<file path="src/rtl/switch_pkg.sv">
// Shared switch definitions: default port count, word width, statistics
// counter width and the output-arbiter FSM state encoding.
package switch_pkg;

    localparam int NUM_PORTS = 4;
    localparam int DATA_W    = 33;
    localparam int CNT_W     = 16;

    typedef enum logic [1:0] {
        IDLE  = 2'd0,
        FETCH = 2'd1,
        HOLD  = 2'd2
    } arb_state_t;

    // Width of a port index; a single-port build still needs one bit.
    function automatic int idx_width(input int n);
        if (n > 1) begin
            return $clog2(n);
        end else begin
            return 1;
        end
    endfunction

endpackage

</file>
<file path="src/rtl/output_arbiter_rr_pick.sv">
// rr_pick: purely combinational round-robin selector. Scans the request
// vector starting at the port just after last_grant, so the port granted
// last has the lowest priority. When last_grant is the only requester it
// is reached at the end of the scan and therefore re-granted.
module rr_pick
    import switch_pkg::*;
#(
    parameter int NUM_PORTS = switch_pkg::NUM_PORTS,
    parameter int IDX_W     = idx_width(NUM_PORTS)
) (
    input  logic [NUM_PORTS-1:0] req,
    input  logic [IDX_W-1:0]     last_grant,
    output logic [IDX_W-1:0]     sel,
    output logic                 any_req
);

    logic [IDX_W-1:0] cand_s;
    logic [IDX_W-1:0] sel_s;
    logic             hit_s;
    logic             found_s;

    // Walk the ring once from last_grant+1; the first requester seen wins.
    always_comb begin
        cand_s  = last_grant;
        sel_s   = {IDX_W{1'b0}};
        hit_s   = 1'b0;
        found_s = 1'b0;
        for (int off = 1; off <= NUM_PORTS; off++) begin
            cand_s  = IDX_W'((int'(last_grant) + off) % NUM_PORTS);
            hit_s   = req[cand_s] & ~found_s;
            sel_s   = hit_s ? cand_s : sel_s;
            found_s = found_s | hit_s;
        end
    end

    assign sel     = sel_s;
    assign any_req = |req;

endmodule

</file>
<file path="src/rtl/output_arbiter.sv">
// output_arbiter: round-robin drain of NUM_PORTS input queues onto one
// output port, one word in flight at a time (IDLE -> FETCH -> HOLD).
// q_rd_en is decoded combinationally in IDLE so the queue pops on the same
// edge the FSM leaves IDLE; the popped word is captured in FETCH and held
// in HOLD until the consumer takes it.
// Optional build macro: ARB_STATS_EN adds grant_cnt, one 16-bit wrapping
// handoff counter per port.
module output_arbiter
    import switch_pkg::*;
#(
    parameter int NUM_PORTS = switch_pkg::NUM_PORTS,
    parameter int DATA_W    = switch_pkg::DATA_W
) (
    input  logic                        clk,
    input  logic                        rst,
    input  logic [NUM_PORTS-1:0]        q_empty,
    output logic [NUM_PORTS-1:0]        q_rd_en,
    input  logic [NUM_PORTS*DATA_W-1:0] q_rd_data,
    output logic [DATA_W-1:0]           out_data,
    output logic                        out_valid,
    input  logic                        out_ready
`ifdef ARB_STATS_EN
    ,
    output logic [NUM_PORTS*CNT_W-1:0]  grant_cnt
`endif
);

    localparam int               IDX_W     = idx_width(NUM_PORTS);
    localparam logic [IDX_W-1:0] LAST_INIT = IDX_W'(NUM_PORTS - 1);

    arb_state_t             state_r;
    arb_state_t             state_nxt_s;
    logic [IDX_W-1:0]       last_grant_r;
    logic [IDX_W-1:0]       sel_r;
    logic [IDX_W-1:0]       pick_sel_s;
    logic                   any_req_s;
    logic [NUM_PORTS-1:0]   rd_en_s;
    logic                   load_sel_s;
    logic                   capture_s;
    logic                   release_s;
    logic [DATA_W-1:0]      out_data_r;
    logic                   out_valid_r;

    rr_pick #(
        .NUM_PORTS (NUM_PORTS),
        .IDX_W     (IDX_W)
    ) u_rr_pick (
        .req        (~q_empty),
        .last_grant (last_grant_r),
        .sel        (pick_sel_s),
        .any_req    (any_req_s)
    );

    // FSM state register.
    always_ff @(posedge clk) begin
        if (rst) begin
            state_r <= IDLE;
        end else begin
            state_r <= state_nxt_s;
        end
    end

    // Next-state decode plus the one-cycle read strobe and datapath enables.
    always_comb begin
        state_nxt_s = state_r;
        rd_en_s     = {NUM_PORTS{1'b0}};
        load_sel_s  = 1'b0;
        capture_s   = 1'b0;
        release_s   = 1'b0;
        case (state_r)
            IDLE: begin
                if (any_req_s) begin
                    rd_en_s[pick_sel_s] = 1'b1;
                    load_sel_s          = 1'b1;
                    state_nxt_s         = FETCH;
                end else begin
                    state_nxt_s = IDLE;
                end
            end
            FETCH: begin
                capture_s   = 1'b1;
                state_nxt_s = HOLD;
            end
            HOLD: begin
                if (out_ready) begin
                    release_s   = 1'b1;
                    state_nxt_s = IDLE;
                end else begin
                    state_nxt_s = HOLD;
                end
            end
            default: begin
                state_nxt_s = IDLE;
            end
        endcase
    end

    // A reset cycle must not pop a queue, even if the FSM sits in IDLE.
    assign q_rd_en = rst ? {NUM_PORTS{1'b0}} : rd_en_s;

    // Remember the port being served; it becomes last_grant only on handoff.
    always_ff @(posedge clk) begin
        if (rst) begin
            sel_r        <= {IDX_W{1'b0}};
            last_grant_r <= LAST_INIT;
        end else begin
            if (load_sel_s) begin
                sel_r <= pick_sel_s;
            end else begin
                sel_r <= sel_r;
            end
            if (release_s) begin
                last_grant_r <= sel_r;
            end else begin
                last_grant_r <= last_grant_r;
            end
        end
    end

    // Output word register: load in FETCH, hold in HOLD, drop valid on handoff.
    always_ff @(posedge clk) begin
        if (rst) begin
            out_data_r  <= {DATA_W{1'b0}};
            out_valid_r <= 1'b0;
        end else if (capture_s) begin
            out_data_r  <= q_rd_data[int'(sel_r)*DATA_W +: DATA_W];
            out_valid_r <= 1'b1;
        end else if (release_s) begin
            out_data_r  <= out_data_r;
            out_valid_r <= 1'b0;
        end else begin
            out_data_r  <= out_data_r;
            out_valid_r <= out_valid_r;
        end
    end

    assign out_data  = out_data_r;
    assign out_valid = out_valid_r;

`ifdef ARB_STATS_EN
    logic [CNT_W-1:0] cnt_r [NUM_PORTS];

    // Per-port handoff counters; the 16-bit add wraps 65535 -> 0 on its own.
    always_ff @(posedge clk) begin
        if (rst) begin
            for (int i = 0; i < NUM_PORTS; i++) begin
                cnt_r[i] <= {CNT_W{1'b0}};
            end
        end else begin
            for (int i = 0; i < NUM_PORTS; i++) begin
                if (release_s && (sel_r == IDX_W'(i))) begin
                    cnt_r[i] <= cnt_r[i] + {{(CNT_W-1){1'b0}}, 1'b1};
                end else begin
                    cnt_r[i] <= cnt_r[i];
                end
            end
        end
    end

    for (genvar gi = 0; gi < NUM_PORTS; gi++) begin : g_cnt_out
        assign grant_cnt[gi*CNT_W +: CNT_W] = cnt_r[gi];
    end
`endif

endmodule
</file>
<file path="config.mk">
export PLATFORM = sky130hd
export DESIGN_NAME = output_arbiter
export DESIGN_NICKNAME = d
export VERILOG_FILES = /design/src/rtl/switch_pkg.sv /design/src/rtl/output_arbiter_rr_pick.sv /design/src/rtl/output_arbiter.sv
export SDC_FILE = /design/constraint.sdc
export NUM_CORES = 1
export LEC_CHECK = 0
export CAP_MARGIN = 0
export CORE_MARGIN = 5
export CORE_UTILIZATION = 35
export DETAILED_ROUTE_END_ITERATION = 6
export PLACE_DENSITY = 0.91
export SLEW_MARGIN = 10
export SYNTH_ARGS = -nofsm -noshare
export SYNTH_HDL_FRONTEND = slang
export SYNTH_SLANG_ARGS = --single-unit
</file>
<file path="constraint.sdc">
create_clock -name clk -period 3.4 [get_ports clk]
set_clock_uncertainty 0.15 [all_clocks]
set_input_delay 0.51 -clock clk [delete_from_list [all_inputs] [get_ports clk]]
set_output_delay 0.51 -clock clk [all_outputs]
set_load 0.005 [all_outputs]
</file>
==> results of run 1 <==
-- routing by layer --
metal  vias to the layer above  GRT usage (%)
met1                      1050           20.0
met2                       113           38.3
met5                         -              0
met3                        10           7.56
li1                       1010              -
met4                         0           4.74
-- metrics by stage --
stage | instances | cell area, µm² | power, µW | util (%)
2_1_floorplan | 159 | 2190 | 776 | -
3_3_place_gp | 401 | 4010 | 1040 | 67.0
3_5_place_dp | 401 | 4010 | 1060 | 67.0
4_1_cts | 409 | 4100 | 1380 | 68.5
5_1_grt | 409 | 4100 | 1440 | 68.5
6_report | 409 | 4100 | 1370 | 68.5
-- cells in the mapped netlist --
cell type	n
sky130_fd_sc_hd__nand2_1	1
sky130_fd_sc_hd__a22o_1	33
sky130_fd_sc_hd__buf_6	4
sky130_fd_sc_hd__o22ai_1	1
sky130_fd_sc_hd__buf_2	10
sky130_fd_sc_hd__mux4_2	28
sky130_fd_sc_hd__mux2i_1	2
sky130_fd_sc_hd__and3b_1	1
sky130_fd_sc_hd__o21ai_0	4
sky130_fd_sc_hd__nand2b_1	6
sky130_fd_sc_hd__nand3b_1	1
sky130_fd_sc_hd__nand3_1	1
sky130_fd_sc_hd__a21oi_1	2
sky130_fd_sc_hd__and4_1	1
sky130_fd_sc_hd__mux4_1	5
sky130_fd_sc_hd__a22oi_1	1
sky130_fd_sc_hd__and3_1	1
sky130_fd_sc_hd__nor4_2	1
sky130_fd_sc_hd__nor3_1	1
sky130_fd_sc_hd__mux2_2	1
sky130_fd_sc_hd__dfxtp_1	40
sky130_fd_sc_hd__a211oi_1	2
sky130_fd_sc_hd__or3b_2	1
sky130_fd_sc_hd__nor2_1	7
sky130_fd_sc_hd__clkbuf_1	1
sky130_fd_sc_hd__nor2b_1	2
sky130_fd_sc_hd__a21boi_0	1
-- worst register-to-register path, delay by kind of cell, from the launching register on --
| family | cells | cell delay (ns) |
|---|---|---|
| muxes | 1 | 0.36 |
| AOI/OAI and AO/OA | 1 | 0.20 |
| buffers and inverters | 1 | 0.39 |
| DFF | 1 | 0.93 |
-- power groups by stage --
stage	Clock, µW	Sequential (µW)	Combinational [µW]
3_5_place_dp	0	572	487
2_1_floorplan	0	551	225
4_1_cts	330	561	490
3_3_place_gp	0	568	475
6_report	323	560	484
5_1_grt	353	568	515
-- path summary, 6_finish.rpt --
check / endpoint / slack (ns) / cells after the start / from
hold reg to reg: out_data[19]$_SDFFE_PP0P_ / 0.33 / 1 / out_data[19]$_SDFFE_PP0P_
setup reg to reg: out_data[15]$_SDFFE_PP0P_ / 1.26 / 3 / sel_r[1]$_SDFFE_PP0P_
setup / recovery: q_rd_en[2] / 0.36 / 6 / q_empty[3]
hold / removal: out_data[19]$_SDFFE_PP0P_ / 0.33 / 1 / out_data[19]$_SDFFE_PP0P_
-- kinds of logic after synthesis --
family / Yosys count / synth area share (%)
mux: 36 / 36.2
flops: 40 / 36.6
simple gates: 24 / 6.51
buf+inv: 15 / 4.51
compound gates: 44 / 16.2
-- layout make-up --
| type | count | share of cell area, % |
|---|---|---|
| Multi-Input combinational cell | 104 | 31.6 |
| Clock inverter | 2 | 0.244 |
| Tap cell | 75 | 2.29 |
| Clock buffer | 6 | 2.01 |
| Sequential cell | 40 | 19.5 |
| Timing Repair Buffer | 182 | 44.3 |
-- registers in the layout, summed over array words and instances, names as in the netlist --
| register | cells |
|---|---|
| out_valid | 1 |
| last_grant_r | 2 |
| sel_r | 2 |
| state_r | 2 |
| out_data | 33 |
==> flow_results.org, run 1 <==
** Status
- The flow ran to the end, and the final reports show no timing, DRC or antenna violations.

** Critical path
- Of all nets on the critical path, the largest fanout is 6.
- Most common cell type on the critical path :: sky130_fd_sc_hd__clkdlybuf4s50_1
- The setup path with the least slack is of type in2out.
- Buf+Inv Stages, Crit Path :: 2
- On the worst path, the slowest cell contributes a delay of approximately 0.54 ns.
- The worst setup path is launched from an input pin.
- Data on the critical path is required at its endpoint by 2.74 ns.
- Cell with the largest stage delay on the worst path :: sky130_fd_sc_hd__clkdlybuf4s50_1
- Data on the critical path arrives at its endpoint at ~2.4 ns.
- Cell chain of the critical path :: clkdlybuf4s50_1 > and4_1 > nor4_2 > nand3_1 > a211oi_1 > clkdlybuf4s50_1
- Type of element capturing the critical path :: primary output
- Largest delay share family, worst path :: buffers and inverters

** Route
- Uppermost metal layer occupied by signal nets :: met4
- The routed design has a little over 8000 µm of wire.
- Vias after detailed routing :: about 2,200
- The detail route stage leaves a number of antenna-violating nets equal to 0.
- Wirelength per Cell :: 20.3 µm
- Detailed routing placed a total of roughly 4300 µm of wire on met2.
- DRC viols :: 0
- In the detailed route, the total length drawn on met3 is roughly 1000 µm.
- Detailed-router iteration count before antenna repair :: 4
- For this block, wires on met1 add up to roughly 2900 µm.
- Dividing the detail-routed via count by the number of cells gives about 5.3.
- After the first detailed-routing iteration, the DRC count stood at 69.

** Power and ir drop
- Logic gate share of total power :: 35.4%
- Switching power :: 342 µW
- Max IR drop VDD :: between 0.0002 and 0.00025 V
- Power share of the sequential group :: around 41%
- Net switching share of the total power :: between 20% and 30%
- Fraction of power consumed by the clock network :: approximately a quarter
- Power Internal :: between 1000 and 1500 µW
- For this design the static power due to leakage is approximately 0.0015 µW.
- For this design the ratio of total power to cell area is 333 nW/µm².

** Logic synthesis
- Summed over all instances, the cell type with the most area after synthesis is sky130_fd_sc_hd__dfxtp_1.
- Count of mapped cells out of synthesis :: between 150 and 200
- A synthesized cell averages around 14 µm².
- The number of nets in the synthesized netlist is between 200 and 300.
- Synthesis instantiated 27 different standard cells from the library.
- During synthesis, Yosys emitted a total of 0 warnings.
- Sequential elements use 36.6% of the synthesized area.
- Top area cells in the synthesized netlist :: sky130_fd_sc_hd__dfxtp_1, sky130_fd_sc_hd__mux4_2, sky130_fd_sc_hd__a22o_1, sky130_fd_sc_hd__mux4_1, sky130_fd_sc_hd__buf_2
- Synthesis inferred 40 register bits.
- In this run the biggest area consumer among cell types represents a little over a third of the synthesized area.
- Area of the mapped netlist :: 2190 µm²

** Clocking
- Clock sinks :: 40
- Hold repair after CTS inserted 0 buffers.
- Buffers inserted during clock tree synthesis total 5.
- CTS tree :: built
- Number of gates resized after cts :: 0
- The H-tree generated during clock tree synthesis spans 2 levels.
- Post-CTS Setup Repair Bufs :: 0
- Root buf cell :: sky130_fd_sc_hd__clkbuf_8
- The later pin in the worst-skew pair is clocked with a latency of around 0.28 ns.
- No sink is reached through more buffers than the 2 on the longest clock path.
- Clock slew at reported path FFs :: ~0.080 ns

** Place
- Routability-driven placement finished with a final weighted congestion of approximately 0.76.
- Once detailed placement completed, the half-perimeter wirelength came to between 6000 and 7000 µm.
- Timing analysis after detailed placement gives a worst setup slack of approximately 0.37 ns.
- Count of input and output buffers :: 176

** Timing
- Hold violation total from the final report :: 0
- Unrepaired setup endpoints after global routing :: no
- Slack of the critical path :: about 0.36 ns
- Relative max-transition margin :: about two fifths
- Slew Viols, Final :: 0
- Total negative slack for setup checks :: 0 ns
- Max Fclk :: around 0.33 GHz
- The worst path in the final design needs a cycle of 3.04 ns, including I/O delays and setup.
- For the pin with the worst max-slew slack, the measured transition is approximately 0.93 ns.
- Hold timing on the final database bottoms out at a slack of ~0.33 ns.
- In the finished design, the share of the clock period the worst path needs comes to around nine tenths.
- Final setup violation count :: 0

** Floorplan
- Area of the die :: 7940 µm²
- The initial utilization of the core area, before any placement, comes to a little over a third.
- Total core area :: 5990 µm²
- I/O Pins :: roughly 180
- In this run the vertical extent of the chip is a little under 90 µm.
- Die W :: 89.1 µm
- After floorplanning, the core was divided into 28 placement rows.

** Job
- Across the run, the number of max-cap violations was 0.

** Final layout
- Net total in the final layout :: ~470
- Storage element area :: 802 µm²
- In the layout the commonest cells are sky130_fd_sc_hd__clkdlybuf4s50_1, sky130_fd_sc_hd__dfxtp_1, sky130_fd_sc_hd__a22o_1.
- Relative area change from synthesis to final layout :: 87.3%
- Number of filler cells placed in the layout :: 449
- Ratio of cells with drive above 1 in the final layout :: 14.4%
- Most frequent standard cell in the layout excluding fill and tap cells :: sky130_fd_sc_hd__clkdlybuf4s50_1
- Area used by multi-input combinational logic :: 1300 µm²
- The number of antenna diodes in the final layout is 0.

** Global routing
- Global routing finished with a remaining overflow of 0.
- Across every metal layer, demand over resource in global routing totals 19.9%.
- Via count of the first global-routing pass :: around 2,400
- The first global-routing pass estimated 11,900 µm of wire.
- Entering global routing, the biggest net connects 34 pins.
- Number of antenna violations at the first check in global routing :: 0

** Worst hold path
- Hold WC Path Type :: reg2reg
No activity file was read; power rests on OpenSTA's default activity.
==> run 2: changes to the inputs <==
CORE_UTILIZATION = 33   (was 35)
PLACE_DENSITY = 0.87   (was 0.91)
clock period = 3.3 ns   (was 3.4 ns; I/O delays follow)
==> run 2 against run 1 <==
  * Via count increased by 0.64%
  * Clock power increased by 33%
  * First-iteration DRC count decreased by 41%
  * Wire length decreased by 5.6%
==> flow_results.org, run 2 (synthesis gave the netlist of run 1 again) <==
** Final layout
- Most frequent cells in the layout :: sky130_fd_sc_hd__clkdlybuf4s50_1, sky130_fd_sc_hd__dfxtp_1, sky130_fd_sc_hd__a22o_1
- The final instance area came to 4130 µm² (+0.70%).
- The total number of nets in the final design was 471 (-0.21%).
- Ratio of cells with drive above 1 in the final layout :: 14.1% (-0.26 points)
- Relative area change from synthesis to final layout :: 88.6%
- The number of flip-flops under the largest register name came to 33 (unchanged).
- Non-filler instance count after layout :: 410 (+0.24%)
- The antenna cell count is 0 (unchanged).
- Utilization of the core after routing :: 64.3% (-4.2 points)
- Leaving out fill and tap cells, the most frequent cell in the layout is sky130_fd_sc_hd__clkdlybuf4s50_1.

** Floorplan
- Die W :: 91.5 µm (+2.7%)
- Total core area :: 6420 µm² (+7.2%)
- The number of top-level design ports came to 177 (unchanged).
- Height of the die :: 91.5 µm (+2.7%)
- Area of the die :: 8370 µm² (+5.4%)
- Number of placement rows :: 29 (+3.6%)
- Initial Util :: 34.1% (-2.5 points)

** Timing
- Unrepaired setup endpoints after global routing :: no
- Pin slew with the least headroom to its limit :: 0.661 ns (-0.267 ns)
- Slew Viols, Final :: 0 (unchanged)
- Relative max-transition margin :: 55.9% (+18 points)
- Based on the critical path, the design can be clocked at up to 0.326 GHz.
- Final setup violation count :: 0 (unchanged)
- The setup TNS is 0 ns (unchanged).
- Hold violation total from the final report :: 0 (unchanged)
- The routed design could run at a clock period as short as between 3 and 4 ns.
- Period utilisation layout :: 92.9%

** Global routing
- The via count of the first global-routing pass was 2,282 (-5.4%).
- The maximum number of pins on one net before global-route repair came to 36 (+5.9%).
- The number of antenna violations at the first check in global routing came to 0 (unchanged).
- The global-route usage over all layers is 17.8% (-2.1 points).
- The global-route wire length before repair came to 11,800 µm (-0.30%).
- The total congestion overflow after global routing is 0 (unchanged).

** Clocking
- The setup fix buffers added after clock tree synthesis came to 0 (unchanged).
- Number of gates resized after cts :: 0 (unchanged)
- Depth of the CTS H-tree :: 2 (unchanged)
- The post-CTS clock slew at the launch and capture registers of the worst setup and hold paths came to 0.08 ns (about the same).
- The sink count of the clock tree was 40 (unchanged).
- Clock latency reported for the late side of the worst-skew pair :: 0.28 ns (about the same)
- The tree is rooted in a sky130_fd_sc_hd__clkbuf_8.
- The number of buffers created by CTS is 5 (unchanged).
- The maximum buffer depth of the clock tree came to 2 (unchanged).
- The cts-stage hold buffer count came to 0 (unchanged).
- TritonCTS built the clock tree.

** Critical path
- The worst setup path is captured at a primary output.
- Start-to-end type of the worst setup path :: in2out
- The number of buffer and inverter stages on the critical path came to 2 (unchanged).
- Data required time at the worst endpoint :: 2.65 ns (-0.09 ns)
- Most common cell type on the critical path :: sky130_fd_sc_hd__clkdlybuf4s50_1
- The maximum cell stage delay along the critical path came to 0.55 ns (about the same).
- Cell chain of the critical path :: clkdlybuf4s50_1 > and4_1 > nor4_2 > nand3_1 > a211oi_1 > clkdlybuf4s50_1
- Cell with the largest stage delay on the worst path :: sky130_fd_sc_hd__clkdlybuf4s50_1
- The endpoint arrival time on the critical path came to 2.42 ns (+0.04 ns).
- Largest delay share family, worst path :: buffers and inverters
- Largest fanout of any net on the critical path :: 4 (-2)
- The worst setup path is launched from an input pin.

** Power and ir drop
- The leakage dissipation was 0.00150 µW (+0.55%).
- Switching power :: 349 µW (+2.2%)
- The sum of internal, switching and leakage power is 1500 µW (+10%).
- Max IR drop VDD :: 0.000172 V (-22%)
- Logic gate share of total power :: 33.2% (-2.2 points)
- The total power divided by cell area was 364 nW/µm² (+9.3%).
- The internal power summed over all cells came to 1150 µW (+13%).
- The switching share of power came to 23.2% (-1.8 points).
- Fraction of power consumed by the clock network :: 28.6% (+5.0 points)
- The part of the total power dissipated in sequential elements is 38.1% (-2.9 points).

** Route
- The first-pass iteration count of the detailed router came to 4 (unchanged).
- The via count of the routed design is 2,197 (+0.64%).
- Vias per Instance :: 5.36 (+0.40%)
- DRC viols :: 0 (unchanged)
- The antenna violation net count after detailed routing was 0 (unchanged).
- The number of DRC markers after the initial detailed-route iteration was 41 (-41%).
- The wire length per cell is 19.1 µm (-5.8%).
- DRT Wirelength :: 7850 µm (-5.6%)

** Status
- The flow ran to the end, and the final reports show no timing, DRC or antenna violations.

** Place
- The area of placed instances is 4010 µm² (-0.12%).
- Half-perimeter wire length after detailed placement :: 6390 µm (-5.9%)
- The number of buffer cells added on primary ports is 176 (unchanged).
- Count of placed standard cells including taps :: 402 (+0.25%)
- Final GP Congestion :: 0.771 (+0.97%)

** Job
- The number of max-cap violations is 0 (unchanged).

** Worst hold path
- Hold WC Path Type :: reg2reg
[run 2: path summary, 6_finish.rpt]
check,cells past startpoint,endpoint,from,slack [ns]
max,6,q_rd_en[2],q_empty[2],0.23
min,1,out_data[30]$_SDFFE_PP0P_,out_data[30]$_SDFFE_PP0P_,0.33
max reg2reg,3,out_data[13]$_SDFFE_PP0P_,sel_r[0]$_SDFFE_PP0P_,1.25
min reg2reg,1,out_data[30]$_SDFFE_PP0P_,out_data[30]$_SDFFE_PP0P_,0.33
[run 2: cell type report]
class                   count  area [µm²]
clock buffers               7        96.3
clock inverters             1        30.0
fillers                   492        2290
multi-input cells         104        1300
flip-flops and latches     40         802
well taps                  77        96.3
repair buffers            181        1810
[run 2: stage by stage]
step	worst slack [ns]	hold slack, ns
5_1_grt	0.119	0.351
3_5_place_dp	0.279	0.316
4_1_cts	0.241	0.333
6_report	0.233	0.329
2_1_floorplan	1.38	0.316
3_3_place_gp	0.319	0.310
[run 2: power groups by stage]
stage / logic (µW) / clock network, µW / registers, µW
after floorplan: 232 / 0 / 568
after global placement: 492 / 0 / 583
after detailed placement: 505 / 0 / 585
after CTS: 507 / 440 / 574
after global routing: 533 / 462 / 582
final: 500 / 431 / 573
[run 2: routing by layer]
metal	vias up	track usage (%)	wire, µm
li1	1010	-	-
met1	1038	18.9	2800
met2	132	32.9	4070
met3	17	7.02	872
met4	0	3.77	107
met5	-	0	0
